## src/rtl/bram_result_display_pkg.sv

```systemverilog
// Shared definitions for the BRAM result display: glyphs, blank codes, pipeline entry.
package bram_result_display_pkg;

  localparam int unsigned DATA_W   = 16;
  localparam int unsigned NIB_W    = 4;
  localparam int unsigned SEG_W    = 7;
  localparam int unsigned DIGITS   = 4;
  localparam int unsigned DIGIT_W  = 2;
  localparam int unsigned CCOUNT_W = 4;

  // Active-low glyphs, bit order {g,f,e,d,c,b,a}
  localparam logic [SEG_W-1:0] SEG_0 = 7'h40;
  localparam logic [SEG_W-1:0] SEG_1 = 7'h79;
  localparam logic [SEG_W-1:0] SEG_2 = 7'h24;
  localparam logic [SEG_W-1:0] SEG_3 = 7'h30;
  localparam logic [SEG_W-1:0] SEG_4 = 7'h19;
  localparam logic [SEG_W-1:0] SEG_5 = 7'h12;
  localparam logic [SEG_W-1:0] SEG_6 = 7'h02;
  localparam logic [SEG_W-1:0] SEG_7 = 7'h78;
  localparam logic [SEG_W-1:0] SEG_8 = 7'h00;
  localparam logic [SEG_W-1:0] SEG_9 = 7'h10;
  localparam logic [SEG_W-1:0] SEG_A = 7'h08;
  localparam logic [SEG_W-1:0] SEG_B = 7'h03;
  localparam logic [SEG_W-1:0] SEG_C = 7'h46;
  localparam logic [SEG_W-1:0] SEG_D = 7'h21;
  localparam logic [SEG_W-1:0] SEG_E = 7'h06;
  localparam logic [SEG_W-1:0] SEG_F = 7'h0E;

  localparam logic [SEG_W-1:0]  SEG_BLANK = 7'h7F;
  localparam logic [DIGITS-1:0] AN_OFF    = 4'hF;

  // One slot of the capture delay line
  typedef struct packed {
    logic cap;
    logic sel;
  } cap_entry_t;

endpackage

```

## src/rtl/bram_result_display_if.sv

```systemverilog
// BRAM read-side inputs and display-side outputs of the result display.
interface bram_result_display_if;
  import bram_result_display_pkg::*;

  logic [DATA_W-1:0]   dataOutA;
  logic [DATA_W-1:0]   dataOutB;
  logic                displaySelect;
  logic                capture;
  logic [SEG_W-1:0]    seg;
  logic [DIGITS-1:0]   an;
  logic [DATA_W-1:0]   held;
  logic                valid;
  logic [CCOUNT_W-1:0] capCount;

  modport master (
    output dataOutA, dataOutB, displaySelect, capture,
    input  seg, an, held, valid, capCount
  );

  modport slave (
    input  dataOutA, dataOutB, displaySelect, capture,
    output seg, an, held, valid, capCount
  );

endinterface

```

## src/rtl/bram_result_display_hex_to_seg7.sv

```systemverilog
// Combinational hex nibble to active-low 7-segment glyph decoder.
module hex_to_seg7
  import bram_result_display_pkg::*;
(
  input  logic [NIB_W-1:0] nibble,
  output logic [SEG_W-1:0] seg_c
);

  // Glyph lookup
  always_comb begin
    seg_c = SEG_BLANK;
    case (nibble)
      4'h0: seg_c = SEG_0;
      4'h1: seg_c = SEG_1;
      4'h2: seg_c = SEG_2;
      4'h3: seg_c = SEG_3;
      4'h4: seg_c = SEG_4;
      4'h5: seg_c = SEG_5;
      4'h6: seg_c = SEG_6;
      4'h7: seg_c = SEG_7;
      4'h8: seg_c = SEG_8;
      4'h9: seg_c = SEG_9;
      4'hA: seg_c = SEG_A;
      4'hB: seg_c = SEG_B;
      4'hC: seg_c = SEG_C;
      4'hD: seg_c = SEG_D;
      4'hE: seg_c = SEG_E;
      default: seg_c = SEG_F;
    endcase
  end

endmodule

```

## src/rtl/bram_result_display.sv

```systemverilog
// Captures a BRAM read word after the read latency and scans it onto a 4-digit display.
module bram_result_display
  import bram_result_display_pkg::*;
#(
  parameter int unsigned READ_LAT    = 1,
  parameter int unsigned REFRESH_DIV = 50000,
  parameter int unsigned BLANK_LZ    = 1
) (
  input logic clk,
  input logic rst,
  bram_result_display_if.slave bus
);

  localparam int unsigned CNT_W = $clog2(REFRESH_DIV);
  localparam logic [CNT_W-1:0] CNT_LAST = CNT_W'(REFRESH_DIV - 1);

  cap_entry_t            pipe_q [READ_LAT];
  logic [DATA_W-1:0]     held_q;
  logic                  valid_q;
  logic [CCOUNT_W-1:0]   cap_count_q;
  logic [CNT_W-1:0]      cnt_q;
  logic [DIGIT_W-1:0]    digit_q;
  logic [SEG_W-1:0]      seg_q;
  logic [DIGITS-1:0]     an_q;

  logic [NIB_W-1:0]      nibble_c;
  logic [SEG_W-1:0]      glyph_c;
  logic                  blank_c;
  logic [SEG_W-1:0]      seg_d;
  logic [DIGITS-1:0]     an_d;
  cap_entry_t            done_c;

  assign done_c = pipe_q[READ_LAT-1];

  // Delay line carrying each strobe and its sampled select for READ_LAT cycles
  always_ff @(posedge clk or negedge rst) begin
    if (!rst) begin
      for (int unsigned i = 0; i < READ_LAT; i++) pipe_q[i] <= '0;
    end else begin
      pipe_q[0] <= '{cap: bus.capture, sel: bus.displaySelect};
      for (int unsigned i = 1; i < READ_LAT; i++) pipe_q[i] <= pipe_q[i-1];
    end
  end

  // Land the read word from the port chosen when the strobe was issued
  always_ff @(posedge clk or negedge rst) begin
    if (!rst) begin
      held_q      <= '0;
      valid_q     <= 1'b0;
      cap_count_q <= '0;
    end else if (done_c.cap) begin
      held_q      <= done_c.sel ? bus.dataOutB : bus.dataOutA;
      valid_q     <= 1'b1;
      cap_count_q <= cap_count_q + CCOUNT_W'(1);
    end
  end

  // Refresh divider stepping the active digit
  always_ff @(posedge clk or negedge rst) begin
    if (!rst) begin
      cnt_q   <= '0;
      digit_q <= '0;
    end else if (cnt_q == CNT_LAST) begin
      cnt_q   <= '0;
      digit_q <= digit_q + DIGIT_W'(1);
    end else begin
      cnt_q   <= cnt_q + CNT_W'(1);
    end
  end

  assign nibble_c = held_q[{digit_q, 2'b00} +: NIB_W];

  hex_to_seg7 u_hex (
    .nibble (nibble_c),
    .seg_c  (glyph_c)
  );

  // Leading-zero detect: this digit and every higher one are zero
  always_comb begin
    blank_c = 1'b0;
    case (digit_q)
      2'd1:    blank_c = (held_q[15:4]  == 12'h000);
      2'd2:    blank_c = (held_q[15:8]  == 8'h00);
      2'd3:    blank_c = (held_q[15:12] == 4'h0);
      default: blank_c = 1'b0;
    endcase
  end

  // Digit mux with blanking
  always_comb begin
    seg_d = SEG_BLANK;
    an_d  = AN_OFF;
    if (valid_q) begin
      an_d  = ~(DIGITS'(1) << digit_q);
      seg_d = glyph_c;
      if ((BLANK_LZ != 0) && blank_c) begin
        an_d  = AN_OFF;
        seg_d = SEG_BLANK;
      end
    end
  end

  // Registered display drive
  always_ff @(posedge clk or negedge rst) begin
    if (!rst) begin
      seg_q <= SEG_BLANK;
      an_q  <= AN_OFF;
    end else begin
      seg_q <= seg_d;
      an_q  <= an_d;
    end
  end

  assign bus.seg      = seg_q;
  assign bus.an       = an_q;
  assign bus.held     = held_q;
  assign bus.valid    = valid_q;
  assign bus.capCount = cap_count_q;

endmodule
```

## src/flat_wrapper.sv

```systemverilog
// flat-port wrapper written by rule: the top's interface ports become plain ports
module bram_result_display_flat import bram_result_display_pkg::*;
#(
  parameter int unsigned READ_LAT    = 1,
  parameter int unsigned REFRESH_DIV = 50000,
  parameter int unsigned BLANK_LZ    = 1
)
  (clk, rst, bus_dataOutA, bus_dataOutB, bus_displaySelect, bus_capture, bus_seg, bus_an, bus_held, bus_valid, bus_capCount);
  bram_result_display_if bus_i ();
  input logic clk;
  input logic rst;
  input wire logic [$bits(bus_i.dataOutA)-1:0] bus_dataOutA;
  input wire logic [$bits(bus_i.dataOutB)-1:0] bus_dataOutB;
  input wire logic [$bits(bus_i.displaySelect)-1:0] bus_displaySelect;
  input wire logic [$bits(bus_i.capture)-1:0] bus_capture;
  output wire logic [$bits(bus_i.seg)-1:0] bus_seg;
  output wire logic [$bits(bus_i.an)-1:0] bus_an;
  output wire logic [$bits(bus_i.held)-1:0] bus_held;
  output wire logic [$bits(bus_i.valid)-1:0] bus_valid;
  output wire logic [$bits(bus_i.capCount)-1:0] bus_capCount;
  assign bus_i.dataOutA = bus_dataOutA;
  assign bus_i.dataOutB = bus_dataOutB;
  assign bus_i.displaySelect = bus_displaySelect;
  assign bus_i.capture = bus_capture;
  assign bus_seg = bus_i.seg;
  assign bus_an = bus_i.an;
  assign bus_held = bus_i.held;
  assign bus_valid = bus_i.valid;
  assign bus_capCount = bus_i.capCount;
  bram_result_display #(.READ_LAT(READ_LAT), .REFRESH_DIV(REFRESH_DIV), .BLANK_LZ(BLANK_LZ)) u_core (.clk(clk), .rst(rst), .bus(bus_i));
endmodule
```

## config.mk

```make
export PLATFORM = sky130hd
export DESIGN_NAME = bram_result_display_flat
export DESIGN_NICKNAME = d
export VERILOG_FILES = /design/src/rtl/bram_result_display_pkg.sv /design/src/rtl/bram_result_display_if.sv /design/src/rtl/bram_result_display_hex_to_seg7.sv /design/src/rtl/bram_result_display.sv /design/src/flat_wrapper.sv
export SDC_FILE = /design/constraint.sdc
export NUM_CORES = 1
export LEC_CHECK = 0
export CAP_MARGIN = 10
export CORE_MARGIN = 5
export CORE_UTILIZATION = 30
export DETAILED_ROUTE_END_ITERATION = 8
export GPL_ROUTABILITY_DRIVEN = 0
export GPL_TIMING_DRIVEN = 0
export PLACE_DENSITY_LB_ADDON = 0.15
export RECOVER_POWER = 50
export SLEW_MARGIN = 25
export SYNTH_ARGS = -nofsm -noshare
export SYNTH_HDL_FRONTEND = slang
export SYNTH_SLANG_ARGS = --single-unit
export TNS_END_PERCENT = 30
```

## constraint.sdc

```tcl
create_clock -name clk -period 5.7 [get_ports clk]
set_input_delay 0.855 -clock clk [delete_from_list [all_inputs] [get_ports clk]]
set_output_delay 0.855 -clock clk [all_outputs]
set_load 0.03 [all_outputs]
```

==> impl_metrics.yaml, run 1 <==
critical_path:
  cp-end-kind: "async pin"
  worstPathRequired_ps: 5530
  cp_max_fo: 52
  cp_cell_sequence: "clkbuf_1"
  crit_family: "buffers and inverters"
  start_kind: "input pin"
  crit_type: "input pin to async pin"
  critPathArrivalTime_ps: 2770
  slowest_delay_ps: 1880
  path_buf_inv: 1
  slowest_stage: "clkbuf_1"
finish:
  drive_gt1_share_pct: 11.1
  stdcell_area_um2: 3530
  final_common_cell: "clkdlybuf4s50_1"
  mostFrequentLayoutCells: "64 x clkdlybuf4s50_1, 41 x dfrtp_1, 29 x nor2_1, 22 x mux2i_1, 19 x a21oi_1"
  area_growth_pct: 33.4
  nNetsFinal: 364
  layout.cells.non_filler: 424
  antenna_cells: 0
synth:
  netlist_area_um2: 2640
  yosys-top-cells-area: "dfrtp_1 39%, dfstp_2 11%, mux2i_1 8.3%"
  syn-instance-count: 241
  synth_flop_cell: "dfrtp_1"
  synth_top_area_cell: "dfrtp_1"
  syn_area_per_cell_um2: 11.0
  synth.distinct_cells: 44
  synth_seq_area_share_pct: 49.7
  synth_edf_count: 0
  async_reset_ff_share_pct: 100
  ys_ff_latch: 52
  yosysWarnings: 0
  yosysTopAreaCellShare_pct: 38.8
  synth_nets: 290
cts:
  postCtsSetupBuffers: 0
  ctsHoldBuffers: 0
  clock_sinks: 52
  cts_root_buffer: "clkbuf_8"
  htree_levels: 2
  clk_latency_ps: 300
  cts.clk_slew.worst_paths_ps: 90
  ctsResizeCount: 0
  numCtsBuffers: 5
  clock_path_buffers: 2
  cts_tree: "yes"
global_routing:
  first_global_vias: 2075
  groute.usage.overall_pct: 11.7
  grt_max_degree: 53
  grt_pass1_wl_um: 10500
  antenna_found_initial: 0
  gr-total-overflow: 0
placed_design:
  io_buffers: 67
  place_area_um2: 3450
  dp.cells: 416
  dp_hpwl_um: 4700
route:
  viasPerCell: 4.69
  dr_total_vias: 1990
  met3_length_um: 240
  dr.first_iter.drc_count: 47
  antenna_left: 0
  drt-met1-wl_um: 2670
  drc: 0
  highest-signal-layer: "met4"
  drt_wl_total_um: 6110
  detail_route.wl_per_cell_um: 14.4
  drt_first_pass_iters: 4
  routed-wl-met2_um: 3150
timing:
  worstMarginPinSlew_ps: 2700
  rsz0062_at_grt: "false"
  period_minus_slack_ps: 2930
  finalSetupViolCount: 0
  setup_tns_ps: 0
  finalHoldViolations: 0
  slew_headroom_pct: -79.8
  hold_slack_ps: 484
  fin_crit_sh_pct: 51.4
  max_freq_mhz: 341
  skew_ps: 8.31
  slew_violations: 53
status:
  status: "complete, but fails checks"
  violations: "capacitance limit, slew limit"
floorplan:
  dieWidth_um: 104
  initial_core_util_pct: 30.6
  core_um2: 8640
  pin_count: 68
  std_cell_rows: 34
  die_area_um2: 10800
  dieHeight_um: 104
job:
  cap_violations: 1
min_path:
  min_path_type: "flop to flop"
pwr:
  pwr_density_cell_nw_per_um2: 261
  p_leak_uw: 0.00146
  ir_worst_vdd_uv: 148
flip-flops by register name, indices dropped and copies added (netlist names):
signal               cells
u_core.bus.held         16
u_core.bus.capCount      4
u_core.bus.an            4
u_core.bus.seg           7
u_core.bus.valid         1
u_core.cnt_q            16
u_core.done_c            2
u_core.digit_q           2
stage by stage:
step | setup slack [ps] | total power (uW) | util, %
6_report | 2770 | 922 | 40.8
5_1_grt | 2120 | 980 | 40.8
4_1_cts | 3280 | 944 | 40.9
3_5_place_dp | 3320 | 730 | 39.9
3_3_place_gp | 2150 | 727 | 39.9
2_1_floorplan | 3580 | 601 | -
cell type report:
cell class                      instances  area (um2)
Clock buffer                            5        68.8
Clock inverter                          3        18.8
Inverter                                6        22.5
Sequential cell                        52        1320
Fill cell                             867        5110
Multi-Input combinational cell        173        1250
Buffer                                 10        48.8
Timing Repair Buffer                   67         664
Tap cell                              108         135
worst paths after layout:
path	start	to	slack, ps	cells past startpoint
worst max-delay path	rst	u_core.cnt_q[14]	2770	1
worst min-delay path	u_core.bus.capCount[3]	u_core.bus.capCount[3]	480	1
worst max register to register	u_core.digit_q[0]	u_core.bus.seg[2]	3020	7
worst min register to register	u_core.bus.capCount[3]	u_core.bus.capCount[3]	480	1
max in group clk	u_core.digit_q[0]	u_core.bus.seg[2]	3020	7
min in group asynchronous	rst	u_core.done_c[0]	1390	1
cells by family after synthesis:
| group | share of synthesized area (%) |
|---|---|
| compound gates | 8.90 |
| simple gates | 14.4 |
| mux | 12.4 |
| xor+xnor | 5.63 |
| buf+inv | 2.84 |
| flops | 49.7 |
| fa+ha+maj | 6.15 |
report_power, final:
group          total [uW]  internal, uW  switching [uW]
Sequential            443           413            30.6
Combinational         274           126             148
Clock                 205          85.8             119
Total                 922           625             297
cells in the mapped netlist, types with 2 or more instances:
master and n:
mux4_2 2, mux2i_2 2, buf_2 3, mux2_2 3, mux2i_1 22, nand2_1 17
ha_1 13, buf_1 2, dfstp_2 11, o311ai_0 2, clkbuf_1 3, xnor2_1 10
or2_2 2, xor2_1 7, and2_1 3, o21a_1 2, dfrtp_1 41, o221ai_1 3
a21oi_1 19, o211ai_1 2, inv_1 5, nand3_1 10, o21ai_0 4, nor4_1 4
nor2_1 29, nand4_1 2
layer usage:
| metal | track usage [%] | vias to the layer above |
|---|---|---|
| met5 | 0 | - |
| li1 | - | 995 |
| met4 | 2.50 | 0 |
| met3 | 2.86 | 4 |
| met2 | 20.3 | 32 |
| met1 | 14.6 | 959 |
Power figures use the tool's default switching activity.
==> inputs of run 2 (changes only) <==
clock period = 2.6 ns   (was 5.7 ns; I/O delays follow)
==> run 2 against run 1 <==
  * The run now ends clean
  * Global-route usage is the same
  * Die area is the same
  * Wire length grew 0.21%
  * Sequential power grew 120%
  * Via count grew 0.25%
  * Clock power grew 120%
  * Utilization grew 0.10 points
  * Non-clock buffer count is the same
  * Total power grew 120%
  * Register-to-register slack lost 2700 ps
  * Critical path type is now flop to flop
==> impl_metrics.yaml, run 2 (synthesis results as in run 1) <==
timing:
  worstMarginPinSlew_ps: 1240
  finalSetupViolCount: 0
  slew_violations: 0
  max_freq_mhz: 438
  finalHoldViolations: 0
  skew_ps: 8.45
  rsz0062_at_grt: "false"
  period_minus_slack_ps: 2280
  fin_crit_sh_pct: 87.8
  slew_headroom_pct: 17.3
critical_path:
  start_kind: "flop"
  path_buf_inv: 3
  worstPathRequired_ps: 2790
  crit_type: "flop to flop"
  critPathArrivalTime_ps: 2470
  crit_start: "u_core.digit_q[0]"
  cp_cell_sequence: "buf_4, clkinvlp_4, ha_1, or4_1, o31a_1, clkbuf_1, o311ai_0"
  crit_family: "buffers and inverters"
  cp-end-kind: "flop"
  cp_max_fo: 10
  slowest_stage: "or4_1"
  reg2reg_from: "u_core.digit_q[0]"
  slowest_delay_ps: 510
cts:
  postCtsSetupBuffers: 0
  clock_path_buffers: 2
  clk_latency_ps: 300
  cts_tree: "yes"
  clock_sinks: 52
  numCtsBuffers: 5
  cts_root_buffer: "clkbuf_8"
  htree_levels: 2
  cts.clk_slew.worst_paths_ps: 100
floorplan:
  die_area_um2: 10800
  dieWidth_um: 104
  std_cell_rows: 34
  pin_count: 68
  dieHeight_um: 104
  initial_core_util_pct: 30.6
  core_um2: 8640
route:
  dr_total_vias: 1995
  drt_wl_total_um: 6120
  drt_first_pass_iters: 4
  viasPerCell: 4.71
  drc: 0
  detail_route.wl_per_cell_um: 14.4
  dr.first_iter.drc_count: 58
  antenna_left: 0
finish:
  mostFrequentLayoutCells: "64 x clkdlybuf4s50_1, 41 x dfrtp_1, 29 x nor2_1, 22 x mux2i_1, 19 x a21oi_1"
  fillers: 864
  fin_util_pct: 40.9
  final_common_cell: "clkdlybuf4s50_1"
  area_growth_pct: 33.7
  drive_gt1_share_pct: 12.0
  layout.cells.non_filler: 424
  nNetsFinal: 364
  antenna_cells: 0
pwr:
  pwr_density_cell_nw_per_um2: 572
  ir_worst_vdd_uv: 325
  p_leak_uw: 0.00147
global_routing:
  first_global_vias: 2075
  groute.usage.overall_pct: 11.7
  antenna_found_initial: 0
  gr-total-overflow: 0
  grt_pass1_wl_um: 10500
  grt_max_degree: 53
placed_design:
  dp.cells: 416
  dp_hpwl_um: 4700
  io_buffers: 67
status:
  status: "completed"
job:
  cap_violations: 0
min_path:
  min_path_type: "input pin to async pin"
==> run 2: cell types whose count changed in the layout (fill, tap and decap cells not counted), sizes merged <==
cell	delta
clkbuf	-1
clkinv	-1
clkinvlp	+1
buf	+1
==> run 2: cell type report <==
type	instances	area (um2)	share of cell area, %
Inverter	6	26.3	0.743
Timing Repair Buffer	67	666	18.8
Buffer	10	52.6	1.49
Multi-Input combinational cell	173	1250	35.5
Tap cell	108	135	3.82
Clock buffer	5	68.8	1.95
Sequential cell	52	1320	37.2
Clock inverter	3	18.8	0.531
==> run 2: through the flow <==
stage	setup slack, ps	cell area, um2	hold slack, ps	TNS (ps)	power [uW]
floorplan	476	2640	94.4	0	1320
global placement	-481	3450	468	-19580	1590
detailed placement	219	3450	465	0	1600
CTS	176	3530	130	0	2070
global route	75.9	3540	463	0	2150
finish	316	3540	335	0	2020
==> run 2: path summary, 6_finish.rpt <==
| kind | cells past startpoint | to | slack (ps) |
|---|---|---|---|
| setup / recovery | 7 | u_core.bus.seg[2] | 320 |
| hold / removal | 1 | u_core.done_c[0] | 330 |
| setup reg to reg | 7 | u_core.bus.seg[2] | 320 |
| hold reg to reg | 1 | u_core.bus.capCount[3] | 480 |
| max in group asynchronous | 1 | u_core.cnt_q[14] | 1500 |
| min in group clk | 1 | u_core.bus.capCount[3] | 480 |
==> run 2: repair_timing <==
action / in CTS / in global routing
hold buffers: 0 / 0
resized for setup: 0 / 1
endpoints found under the hold margin: 0 / 0
endpoints found under the setup margin: 0 / 1
==> run 2: layer usage <==
layer | vias up | track usage [%] | share of wire [%]
met1 | 965 | 14.6 | 43
li1 | 993 | - | -
met3 | 4 | 2.86 | 4.1
met4 | 0 | 2.50 | 0.75
met2 | 33 | 20.3 | 52
met5 | - | 0 | 0
==> run 2: where the power goes <==
part / total, uW / internal (uW) / switching [uW]
clock network: 450 / 188 / 262
logic: 601 / 277 / 324
registers: 971 / 904 / 66.8
total: 2020 / 1370 / 653
==> run 2: worst register-to-register path, delay by kind of cell (launching register included) <==
family                   cells  cell delay (ps)
AND/OR/NAND/NOR              1              510
flip-flops                   1              390
AO/OA/AOI/OAI                2              430
buffers and inverters        3              610
adder cells (fa/ha/maj)      1              240
